<file path="config.mk">
export PLATFORM = sky130hd
export DESIGN_NAME = dm_arbiter
export DESIGN_NICKNAME = d
export VERILOG_FILES = /design/src/rtl/dm_arbiter.sv
export SDC_FILE = /design/constraint.sdc
export NUM_CORES = 1
export LEC_CHECK = 0
export ABC_CLOCK_PERIOD_IN_PS = 2500
export CORE_MARGIN = 4
export CORE_UTILIZATION = 34
export DETAILED_ROUTE_END_ITERATION = 6
export PLACE_DENSITY = 0.89
export SETUP_SLACK_MARGIN = 0.15
export SYNTH_ARGS = -nofsm -noshare
export SYNTH_HDL_FRONTEND = slang
export SYNTH_SLANG_ARGS = --single-unit
</file>
<file path="constraint.sdc">
create_clock -name clock -period 2.5 [get_ports clock]
set_clock_uncertainty 0.15 [all_clocks]
set_input_delay 0.5 -clock clock [delete_from_list [all_inputs] [get_ports clock]]
set_output_delay 0.5 -clock clock [all_outputs]
set_load 0.02 [all_outputs]
</file>
<file path="src/rtl/dm_arbiter.sv">
// dm_arbiter: shares one data-memory port between two requesters
// (0 = core load/store, 1 = loader/debug). Reads take RD/RD_WAIT, word
// writes a single WR cycle, byte/halfword writes a read-modify-write.
// Optional build macro: DM_RR_ARB_EN selects round-robin arbitration on
// simultaneous requests (default build: fixed priority to requester 0).

module dm_arbiter #(
  parameter int MEMORY_BITS = 10
) (
  input  logic        clock,
  input  logic        rst,
  input  logic        req0,
  input  logic        req1,
  input  logic        we0,
  input  logic        we1,
  input  logic [1:0]  size0,
  input  logic [1:0]  size1,
  input  logic [31:0] addr0,
  input  logic [31:0] addr1,
  input  logic [31:0] wdata0,
  input  logic [31:0] wdata1,
  output logic        ack0,
  output logic        ack1,
  output logic [31:0] rdata0,
  output logic [31:0] rdata1,
  output logic        mem_read_en,
  output logic        mem_write_en,
  output logic [31:0] mem_addr,
  output logic [31:0] mem_wdata,
  input  logic [31:0] mem_rdata,
  output logic        busy,
  output logic        owner
);

  localparam logic [2:0] IDLE     = 3'd0;
  localparam logic [2:0] RD       = 3'd1;
  localparam logic [2:0] RD_WAIT  = 3'd2;
  localparam logic [2:0] WR       = 3'd3;
  localparam logic [2:0] RMW_RD   = 3'd4;
  localparam logic [2:0] RMW_WAIT = 3'd5;
  localparam logic [2:0] RMW_WR   = 3'd6;

  logic [2:0]  state;
  logic        lWe;
  logic [1:0]  lSize;
  logic [31:0] lAddr;
  logic [31:0] lWdata;
  logic [31:0] mergeWord;

  logic        grant;
  logic        selWe;
  logic [1:0]  selSize;
  logic [31:0] selAddr;
  logic [31:0] selWdata;
  logic [31:0] readMasked;
  logic        ackNow;
  logic        unusedLatched;

`ifdef DM_RR_ARB_EN
  logic lastGrant;

  // Remember who won the most recent grant; reset value lets requester 0 win first
  always_ff @(posedge clock or posedge rst) begin
    if (rst) begin
      lastGrant <= 1'b1;
    end else if (state == IDLE && (req0 || req1)) begin
      lastGrant <= grant;
    end
  end
`endif

  // Pick a requester and mux its transaction fields
  always_comb begin
`ifdef DM_RR_ARB_EN
    grant = (req0 && req1) ? ~lastGrant : !req0;
`else
    grant = !req0;
`endif
    selWe    = grant ? we1    : we0;
    selSize  = grant ? size1  : size0;
    selAddr  = grant ? addr1  : addr0;
    selWdata = grant ? wdata1 : wdata0;
  end

  // Transaction FSM, latched request fields and RMW merge register
  always_ff @(posedge clock or posedge rst) begin
    if (rst) begin
      state     <= IDLE;
      owner     <= 1'b0;
      lWe       <= 1'b0;
      lSize     <= '0;
      lAddr     <= '0;
      lWdata    <= '0;
      mergeWord <= '0;
    end else begin
      case (state)
        IDLE: begin
          if (req0 || req1) begin
            owner  <= grant;
            lWe    <= selWe;
            lSize  <= selSize;
            lAddr  <= selAddr;
            lWdata <= selWdata;
            if (!selWe)          state <= RD;
            else if (selSize[1]) state <= WR;
            else                 state <= RMW_RD;
          end
        end
        RD:      state <= RD_WAIT;
        RD_WAIT: state <= IDLE;
        WR:      state <= IDLE;
        RMW_RD:  state <= RMW_WAIT;
        RMW_WAIT: begin
          // Only byte (00) and halfword (01) writes take the RMW path
          if (lSize == 2'b00) mergeWord <= {mem_rdata[31:8], lWdata[7:0]};
          else                mergeWord <= {mem_rdata[31:16], lWdata[15:0]};
          state <= RMW_WR;
        end
        RMW_WR:  state <= IDLE;
        default: state <= IDLE;
      endcase
    end
  end

  // Memory strobes, address/data, acks and size-masked read data
  always_comb begin
    mem_read_en  = (state == RD) || (state == RMW_RD);
    mem_write_en = (state == WR) || (state == RMW_WR);
    busy         = (state != IDLE);
    ackNow       = (state == RD_WAIT) || (state == WR) || (state == RMW_WR);
    ack0         = ackNow && !owner;
    ack1         = ackNow && owner;

    mem_addr = '0;
    mem_addr[MEMORY_BITS-1:0] = lAddr[MEMORY_BITS-1:0];
    mem_wdata = (state == RMW_WR) ? mergeWord : lWdata;

    case (lSize)
      2'b00:   readMasked = {24'h0, mem_rdata[7:0]};
      2'b01:   readMasked = {16'h0, mem_rdata[15:0]};
      default: readMasked = mem_rdata;
    endcase
    rdata0 = (state == RD_WAIT && !owner) ? readMasked : '0;
    rdata1 = (state == RD_WAIT && owner)  ? readMasked : '0;
  end

  // Direction and upper address bits are latched for completeness only
  assign unusedLatched = lWe ^ (^lAddr);

endmodule

</file>
==> qor.yml <==
status:
  status: "finished, final reports clean"
synth:
  syn_area_um2: 4740
  yosys-top-cells-area: "dfrtp_1 (42%), mux2_2 (32%), and2_1 (8.4%), buf_4 (3.6%), mux2i_1 (1.9%)"
  synth_top_area_share_pct: 42.2
  synth_most_common_cell: "mux2_2"
  ys_ff_latch: 80
  syn-instance-count: 396
  async_reset_ff_share_pct: 100
  ys_types: 35
  synth_edf_count: 0
  yosysWarnings: 0
  syn_area_per_cell_um2: 12.0
  synth_ff_type: "dfrtp_1"
  synth_commonest_cells: "mux2_2 (136), dfrtp_1 (80), and2_1 (64)"
  synth.largest_area_cell: "dfrtp_1"
  synth-seq-area-share_pct: 42.2
setup_path:
  r2r-start: "state[0]$_DFFE_PP0P_"
  cp-end-kind: "output pin"
  crit_type: "flip-flop to output pin"
  worstPathArrival_ps: 1800
  cp.required_ps: 1850
  r2r_cells: 7
  startpoint_type: "flip-flop"
  r2r_setup_slack_ps: 360
  r2r-end: "lWdata[10]$_DFFE_PP0P_"
  critical_path_peak_fanout: 7
route:
  drtIter0Drc: 104
  num_vias: 4024
  drc: 0
  drt-met1-wl_mm: 5.57
  first_pass_iters: 4
  ant_nets: 0
  met3_length_um: 929
  wl_mm: 15.6
  met2_length_mm: 8.78
  wire_per_inst_um: 18.7
  vias_per_cell: 4.82
  highest_layer: "met4"
floorplan:
  die_x_um: 126
  initial_utilization_pct: 35.2
  chipHeight_um: 126
  coreArea_um2: 13500
  io_pins: 304
  placementRows: 42
  die_area_um2: 15900
power_and_ir_drop:
  switching_share_pct: 36.0
  p_leak_nw: 3.69
  p_comb_share_pct: 57.0
  pwr-share-clk_pct: 14.9
  internal_power_mw: 5.52
  p_switching_mw: 3.11
  ir_drop_mv: 0.523
  power_density_nw_per_um2: 1070
  seqPwrFrac_pct: 28.0
timing:
  hold_viol_final: 0
  tightest_slew_ps: 529
  fmax_mhz: 409
  setup_viol: 0
  grt_setup_unrepaired: "true"
  holdWs_ps: 336
  tns_ps: 0
  maxSlewHeadroom_pct: 64.8
  fin_crit_sh_pct: 97.9
  worst_slack_ps: 52.7
  final-max-slew-violation-count: 0
  period_needed_ps: 2450
placed_design:
  io_buffers: 237
  place_ws_ps: -102
  place.gp.congestion: 0.833
  dp.cells: 809
  hpwl_mm: 11.4
grt:
  grt_max_degree: 43
  grt_pass1_vias: 4488
  grt_pass1_wl_mm: 23.1
  antenna_found_initial: 0
  grt-ovfl-total: 0
  track_usage_pct: 17.9
clock_tree:
  numCtsBuffers: 9
  cts_buffer_depth: 2
  root_buffer: "clkbuf_16"
  cts_tree: "yes"
  path_clk_slew_ps: 70
  holdBufCountCts: 0
  htreeDepth: 3
  clk_latency_ps: 330
  cts_sinks: 80
finish:
  layout-drive-gt1-share_pct: 53.6
  area_growth_pct: 70.9
  fillers: 1058
  final_util_pct: 60.2
  n_antenna_cell: 0
  seq_area_um2: 2010
  multi_input_area_um2: 2760
  nets: 825
  instances_no_fill: 835
hold_path:
  holdPathEnd: "mergeWord[8]$_DFFE_PP0N_"
  min_path_type: "flip-flop to flip-flop"
  min-delay-start: "mergeWord[8]$_DFFE_PP0N_"
  min_path_cells: 2
job:
  maxCapViolCount: 0
## per-layer routing
metal	vias to the layer above	track usage, %
met5	-	0
li1	1844	-
met4	0	4.29
met3	25	4.70
met1	1991	18.6
met2	164	35.5
## power groups by stage
stage                     Sequential [mW]  Clock, mW  Combinational (mW)
final                                2.42       1.29                4.92
after global routing                 2.50       1.37                5.22
after CTS                            2.39       1.31                4.30
after detailed placement             2.40          0                4.43
after global placement               2.33          0                4.32
after floorplan                      2.36          0                2.57
## state kept, by name, summed over array words and instances, names as in the netlist
| register | cells |
|---|---|
| owner | 1 |
| state | 3 |
| lSize | 2 |
| lWdata | 32 |
| lAddr | 10 |
| mergeWord | 32 |
## metrics by stage
step	instance area (um^2)	power, mW
3_5_place_dp	7360	6.82
6_report	8100	8.64
2_1_floorplan	4820	4.93
5_1_grt	8100	9.10
3_3_place_gp	7360	6.65
4_1_cts	7650	8.01
## layout make-up
type | count | share of cell area, %
well taps | 176 | 2.72
inverters | 5 | 0.278
clock buffers | 10 | 2.83
repair buffers | 271 | 34.6
clock inverters | 5 | 0.726
multi-input cells | 288 | 34.1
flip-flops and latches | 80 | 24.8
## worst max-delay path, stage by stage (launching register included)
cell	delay [ps]
dfrtp_2	480
nor4b_4	320
and2b_2	290
buf_6	130
and2_4	140
buf_6	110
## placed cells by master, fill, tap and decap left out, drive strengths merged, types with 3 or more instances in the layout
cell | synthesis | final
mux2 | 142 | 142
clkdlybuf4s50 | 0 | 135
buf | 38 | 129
dfrtp | 80 | 80
and2 | 64 | 64
conb | 1 | 22
clkbuf | 6 | 15
nand2 | 11 | 11
o21ai | 10 | 10
mux2i | 9 | 9
nor2 | 7 | 7
inv | 5 | 4
a21oi | 3 | 3
clkinvlp | 0 | 3
## how the worst max path moves through the flow
stage | cells past startpoint | to | slack (ps) | from
after global placement | 5 | rdata0[23] | -10 | state[0]$_DFFE_PP0P_
after detailed placement | 5 | rdata0[23] | -100 | state[0]$_DFFE_PP0P_
final | 5 | rdata0[8] | 50 | state[2]$_DFFE_PP0P_
after floorplan | 5 | rdata0[21] | 400 | state[2]$_DFFE_PP0P_
after CTS | 5 | mem_wdata[20] | 10 | state[0]$_DFFE_PP0P_
after global routing | 5 | rdata0[8] | -20 | state[2]$_DFFE_PP0P_
## kinds of logic (layout without fill, tap and decap cells)
group | count (synthesis) | in the layout | synth area share, %
mux | 151 | 151 | 35.6
simple gates | 96 | 96 | 12.9
flops | 80 | 80 | 42.2
buf+inv | 49 | 291 | 6.76
compound gates | 18 | 18 | 2.22
other cells | 1 | 22 | 0.0791
xor+xnor | 1 | 1 | 0.185
## timing repair
item	4_1_cts	5_1_grt
pin swaps	8	13
setup endpoints to repair	101	92
cloned	1	2
resized for setup	504	161
buffers inserted	7	1
Power figures use the tool's default switching activity.
